**config.mk**
```make
export PLATFORM = sky130hd
export DESIGN_NAME = lfsr_gen
export DESIGN_NICKNAME = d
export VERILOG_FILES = /design/src/rtl/lfsr_pkg.sv /design/src/rtl/lfsr_gen.sv
export SDC_FILE = /design/constraint.sdc
export NUM_CORES = 1
export LEC_CHECK = 0
export CAP_MARGIN = 20
export CORE_MARGIN = 4
export CORE_UTILIZATION = 25
export DETAILED_ROUTE_END_ITERATION = 12
export REMOVE_ABC_BUFFERS = 1
export SETUP_SLACK_MARGIN = 0.2
export SYNTH_ARGS = -nofsm -noshare
export SYNTH_HDL_FRONTEND = slang
export SYNTH_SLANG_ARGS = --single-unit
```
**constraint.sdc**
```tcl
create_clock -name clk -period 1.4 [get_ports clk]
set_clock_uncertainty 0.15 [all_clocks]
set_input_delay 0.14 -clock clk [delete_from_list [all_inputs] [get_ports clk]]
set_output_delay 0.14 -clock clk [all_outputs]
set_load 0.01 [all_outputs]
```
**src/rtl/lfsr_pkg.sv**
```systemverilog
// -----------------------------------------------------------------------------
// lfsr_pkg
// Shared types and helpers for the lfsr_gen pseudo-random source.
//   lfsr_state_t    : warm-up / run FSM encoding
//   DEFAULT_TAPS_10 : maximal-length taps for the legacy 10-bit LFSR (q[0], q[3])
//   step_t          : result of one LFSR step (next value + lock-up hit flag)
//   lfsr_step()     : one Fibonacci XNOR step with all-ones -> zero substitution
// -----------------------------------------------------------------------------
package lfsr_pkg;

    typedef enum logic {
        WARMUP = 1'b0,
        RUN    = 1'b1
    } lfsr_state_t;

    localparam logic [9:0] DEFAULT_TAPS_10 = 10'h009;

    typedef struct packed {
        logic [31:0] value;
        logic        hit;
    } step_t;

    // The function works on a 32-bit container so one definition serves every
    // WIDTH; bits at and above `width` are always returned as zero.
    function automatic step_t lfsr_step(input logic [31:0] q,
                                        input logic [31:0] taps,
                                        input int          width);
        logic [31:0] mask;
        logic        fb;
        step_t       r;
        mask    = (width >= 32) ? '1 : ((32'd1 << width) - 32'd1);
        fb      = ~^(q & taps & mask);
        r.value = ((q & mask) >> 1) | ({31'd0, fb} << (width - 1));
        // All-ones is the XNOR lock-up state: replace it with the legal zero.
        r.hit   = (r.value == mask);
        if (r.hit) begin
            r.value = '0;
        end
        return r;
    endfunction

endpackage

```
**src/rtl/lfsr_gen.sv**
```systemverilog
// -----------------------------------------------------------------------------
// lfsr_gen
// Parametrised Fibonacci XNOR LFSR with multi-step advance, seed load, warm-up
// discard and lock-up recovery.
//
// Parameters:
//   WIDTH  (3..32)      register width
//   TAPS                feedback mask, bit i set -> q[i] enters the XNOR
//   STEPS  (1..WIDTH)   shifts applied per enabled cycle
//   WARMUP (0..255)     enabled cycles discarded before `valid`
//
// Ports:
//   clk         in   rising-edge clock
//   reset       in   synchronous, active-high reset
//   en          in   advance the LFSR by STEPS this cycle
//   load        in   load `seed` this cycle (wins over en)
//   seed        in   seed value [WIDTH]
//   q           out  current LFSR state [WIDTH]
//   valid       out  q is past warm-up
//   lockup      out  one-cycle pulse: all-ones state intercepted
//
// Optional (macro LFSR_PERIOD_EN):
//   period_hit  out  pulses when q returns to the value latched at reset/load
//   period_cnt  out  steps between start value and its recurrence [WIDTH]
// -----------------------------------------------------------------------------
module lfsr_gen
    import lfsr_pkg::*;
#(
    parameter int          WIDTH  = 10,
    parameter logic [31:0] TAPS   = 32'(DEFAULT_TAPS_10),
    parameter int          STEPS  = 1,
    parameter int          WARMUP = 4
) (
    input  logic             clk,
    input  logic             reset,
    input  logic             en,
    input  logic             load,
    input  logic [WIDTH-1:0] seed,
    output logic [WIDTH-1:0] q,
    output logic             valid,
    output logic             lockup
`ifdef LFSR_PERIOD_EN
    ,
    output logic             period_hit,
    output logic [WIDTH-1:0] period_cnt
`endif
);

    // ------------------------------------------------------------------------
    // Elaboration-time parameter checks
    // ------------------------------------------------------------------------
    if (WIDTH < 3 || WIDTH > 32) begin : g_bad_width
        $error("lfsr_gen: WIDTH must be in 3..32");
    end
    if (TAPS == 32'd0) begin : g_bad_taps_zero
        $error("lfsr_gen: TAPS must be non-zero");
    end
    if (WIDTH < 32 && TAPS >= (32'd1 << WIDTH)) begin : g_bad_taps_range
        $error("lfsr_gen: TAPS must fit in WIDTH bits");
    end
    if (STEPS < 1 || STEPS > WIDTH) begin : g_bad_steps
        $error("lfsr_gen: STEPS must be in 1..WIDTH");
    end
    if (WARMUP < 0 || WARMUP > 255) begin : g_bad_warmup
        $error("lfsr_gen: WARMUP must be in 0..255");
    end

    localparam logic [7:0]  WCNT_INIT  = 8'(WARMUP);
    localparam lfsr_state_t STATE_INIT = (WARMUP == 0) ? lfsr_pkg::RUN : lfsr_pkg::WARMUP;

    // ------------------------------------------------------------------------
    // Combinational STEPS-deep step chain. Each stage applies the lock-up
    // substitution, so an intercepted intermediate continues from zero.
    // ------------------------------------------------------------------------
    for (genvar i = 0; i < STEPS; i++) begin : g_step
        logic [WIDTH-1:0] cur;
        logic             hit_in;
        step_t            r;
        logic [WIDTH-1:0] nxt;
        logic             hit_out;

        if (i == 0) begin : g_first
            assign cur    = q;
            assign hit_in = 1'b0;
        end else begin : g_chain
            assign cur    = g_step[i-1].nxt;
            assign hit_in = g_step[i-1].hit_out;
        end

        assign r       = lfsr_step(32'(cur), TAPS, WIDTH);
        assign nxt     = r.value[WIDTH-1:0];
        assign hit_out = hit_in | r.hit;

        // Upper container bits are always zero; sink them explicitly.
        if (WIDTH < 32) begin : g_sink
            logic unused_hi;
            assign unused_hi = ^r.value[31:WIDTH];
        end
    end

    logic [WIDTH-1:0] step_q;
    logic             step_hit;
    logic             seed_forbidden;

    assign step_q         = g_step[STEPS-1].nxt;
    assign step_hit       = g_step[STEPS-1].hit_out;
    assign seed_forbidden = &seed;

    // ------------------------------------------------------------------------
    // LFSR register: reset > load > en > hold
    // ------------------------------------------------------------------------
    // NOTE: clocked state uses non-blocking (<=) so every register samples the
    // pre-edge values of its peers; blocking here would create ordering races.
    always_ff @(posedge clk) begin
        if (reset) begin
            q      <= '0;
            lockup <= 1'b0;
        end else if (load) begin
            q      <= seed_forbidden ? '0 : seed;
            lockup <= seed_forbidden;
        end else if (en) begin
            q      <= step_q;
            lockup <= step_hit;
        end else begin
            lockup <= 1'b0;
        end
    end

    // ------------------------------------------------------------------------
    // Warm-up FSM: state register / next-state logic / output logic
    // ------------------------------------------------------------------------
    lfsr_state_t state, state_next;
    logic [7:0]  wcnt, wcnt_next;

    always_ff @(posedge clk) begin
        if (reset) begin
            state <= STATE_INIT;
            wcnt  <= WCNT_INIT;
        end else begin
            state <= state_next;
            wcnt  <= wcnt_next;
        end
    end

    // NOTE: defaults at the top of the block give every path an assignment,
    // so no latch is inferred for the hold case.
    always_comb begin
        state_next = state;
        wcnt_next  = wcnt;
        if (load) begin
            state_next = STATE_INIT;
            wcnt_next  = WCNT_INIT;
        end else if (en && state == lfsr_pkg::WARMUP) begin
            wcnt_next = wcnt - 8'd1;
            if (wcnt == 8'd1) begin
                state_next = lfsr_pkg::RUN;
            end
        end
    end

    // valid comes straight from the state register: no input-to-output path.
    always_comb begin
        valid = (state == lfsr_pkg::RUN);
    end

`ifdef LFSR_PERIOD_EN
    // ------------------------------------------------------------------------
    // Period measurement: compare the next q against the start value latched
    // at reset/load, counting steps in between.
    // ------------------------------------------------------------------------
    localparam logic [WIDTH-1:0] STEP_INC = WIDTH'(STEPS);

    logic [WIDTH-1:0] start_val;
    logic [WIDTH-1:0] run_cnt;

    always_ff @(posedge clk) begin
        if (reset) begin
            start_val  <= '0;
            run_cnt    <= '0;
            period_hit <= 1'b0;
            period_cnt <= '0;
        end else if (load) begin
            start_val  <= seed_forbidden ? '0 : seed;
            run_cnt    <= '0;
            period_hit <= 1'b0;
        end else if (en) begin
            if (step_q == start_val) begin
                period_hit <= 1'b1;
                period_cnt <= run_cnt + STEP_INC;
                run_cnt    <= '0;
            end else begin
                period_hit <= 1'b0;
                run_cnt    <= run_cnt + STEP_INC;
            end
        end else begin
            period_hit <= 1'b0;
        end
    end
`endif

endmodule

```
==> metrics.txt <==
outcome complete, no violations; Place WS -0.382 ns; Final setup viols 0; Synth area leaders dfxtp_1 39%, a32oi_1 7.7%, nor2_1 7.0%; Gate power share 22.3%; post-synthesis mux area share 0%; number of global-route vias before repair 1143; Adder-Cell Fraction of Synth Area 2.46%; Startpoint Class register; layout cell share with drive strength beyond 1 42.9%; global-route wire length before repair 5240 microns; drt via density 5.00; nets 194; chip width 71.8 microns; Switching Share 26.1%; depth of the CTS H-tree 1; Layout area overhead 62.9%; largest net degree at the start of global routing 21; GP Congestion 0.848; R2R cell count 4; Worst Setup End Kind register; fin. max-slew vios 0; PwrDens 823 mW/mm^2; CTS max path bufs 2; area share of the largest cell type after synthesis 39.4%; Initial Utilization 26.8%; Crit. Startpoint q[1]; Yosys top cell by area dfxtp_1; Clk pwr share 32.0%; Tmin final 1.35 ns; Synth Area in Compound Gates 15.9%; Rows 22; Flop pwr share 45.7%; worst reg2reg setup slack 0.05 ns; CTS clk-pin slew, worst paths 0.08 ns; Final WS setup 0.0491 ns; total CTS buffers 3; Slew @ Worst Pin 0.280 ns; GRT Util Overall 12.5%; Peak VDD IR 0.304 mV; max cap viols 0; # hold bufs at CTS 0; Hold/Removal Path Class in -> reg; sequential element share of the synthesized area 39.4%; CTS sink cnt 20; most common cell after layout, fill and taps aside buf_4; Synth Area in Simple Gates 29.2%; ant diodes 0; routed len/inst 13.7 microns; crit share post-route 96.5%; initial antenna violation count 0; worst-path maximum fanout 5; Max Fclk 0.740 GHz; Worst EP required 1.39 ns; via count 1125; mapped cell area 0.00102 sq mm; Post-DP HPWL 2160 microns; Post-Synthesis Cells 127; switching power 0.355 mW; Clock Latency Late Sink 0.25 ns; Critical Path End q[6]; DR pass1 iterations 4; Synth Area in XOR/XNOR 5.17%; TritonCTS clock tree built; placed cell areas 0.00148 sq mm; Routed Antenna Nets 0; # IOs 26; critical path class reg -> reg; initial drt markers 25; CORE AREA 0.00380 sq mm; Die Area 0.00515 sq mm; CP Data Arrival Time 1.34 ns; Synth Warn # 0; R2R Path End q[6]; post-route cell area 0.00166 sq mm; port bufs 25; Hold Fails Final Rpt 0; Synth Area per Inst 8.01 sq um; synthesis-stage register bit count 20; static leakage 0.696 nW; CTS Root Cell clkbuf_8; largest family of logic cells by synthesized area simple AND/OR/NAND/NOR gates; # DRC 0; R2R Path Start q[1]; most frequent cells in the layout 26 x buf_4, 19 x nor2_1, 12 x dfxtp_2, 11 x dlygate4sd2_1, 10 x a21oi_1; Total Wirelength 3090 microns; Pint 1.01 mW; hold wc startpoint seed[1]; unrepaired setup endpoints after global routing yes; Die H 71.8 microns; Netlist cell types 31; gr ovfl total 0; relative slew slack 81.2%
==> cell usage after synthesis <==
master and n:
a211oi_1 1, a21oi_1 11, a32oi_1 9, a41oi_1 1
and2_1 1, and4_1 2, buf_2 2, buf_6 1
clkbuf_1 5, dfxtp_1 20, ha_1 2, inv_1 11
nand2_1 5, nand2b_1 1, nand3_1 3, nand3b_1 1
nand4_1 2, nand4_2 1, nand4b_1 1, nand4bb_1 1
nor2_1 19, nor2b_1 1, nor3_1 12, nor4_1 2
o21ai_0 1, o22ai_1 1, or2_2 2, or3_1 1
or3_4 1, xnor2_1 2, xor2_1 4
==> registers in the layout, indices dropped and copies added (netlist names) <==
signal and count:
valid 1, lockup 1, q 10, wcnt 8
==> kinds of logic after synthesis <==
| kind of cell | after synthesis |
|---|---|
| simple gates | 56 |
| compound gates | 24 |
| flops | 20 |
| buf+inv | 19 |
| xor+xnor | 6 |
| fa+ha+maj | 2 |
==> critical path: stages (launching register included) <==
cell	delay, ns
dfxtp_2	0.33
and4_4	0.27
nand4_4	0.18
a32oi_2	0.24
nor3_2	0.06
==> power groups by stage <==
stage	logic, mW	registers [mW]	clock network, mW
after global routing	0.333	0.626	0.489
after global placement	0.290	0.628	0
after detailed placement	0.296	0.628	0
after floorplan	0.0903	0.643	0
after CTS	0.292	0.622	0.458
final	0.304	0.623	0.436
==> routing by layer <==
metal | vias up | GRT usage, % | routed length, microns
met5 | - | 0 | 0
met4 | 0 | 1.88 | 8
met3 | 2 | 2.24 | 200
met2 | 42 | 21.8 | 1510
met1 | 527 | 16.1 | 1370
li1 | 554 | - | -
==> cell type report <==
type | count | area (sq um)
fill | 370 | 2140
sequential | 20 | 415
clock buffer | 4 | 55.1
inverter | 11 | 41.3
tap | 48 | 60.1
multi-input combinational | 90 | 681
timing repair buffer | 52 | 404
==> through the flow <==
| stage | hold slack (ns) | TNS [ns] | instances | total power [mW] | util, % |
|---|---|---|---|---|---|
| floorplan | 0.0693 | 0 | 119 | 0.733 | - |
| detailed placement | 0.354 | -5.41 | 218 | 0.924 | 39.0 |
| global placement | 0.351 | -4.92 | 218 | 0.917 | 39.0 |
| finish | 0.198 | 0 | 225 | 1.36 | 43.6 |
| CTS | 0.192 | -0.000236 | 225 | 1.37 | 42.5 |
| global route | 0.241 | -0.0133 | 225 | 1.45 | 43.6 |
==> repair_timing <==
action | 4_1_cts | 5_1_grt
pin swaps | 23 | 9
setup endpoints to repair | 32 | 21
resized for setup | 81 | 10
gates cloned | 2 | 0
buffers inserted | 1 | 0
==> worst min-delay path by stage <==
stage                    to  slack, ns  cells past startpoint
floorplan              q[0]       0.07                      1
global placement    wcnt[2]       0.35                      2
detailed placement  wcnt[2]       0.35                      2
CTS                    q[1]       0.19                      3
global route           q[0]       0.24                      3
finish                 q[1]       0.20                      3
No activity file was read; power rests on OpenSTA's default activity.
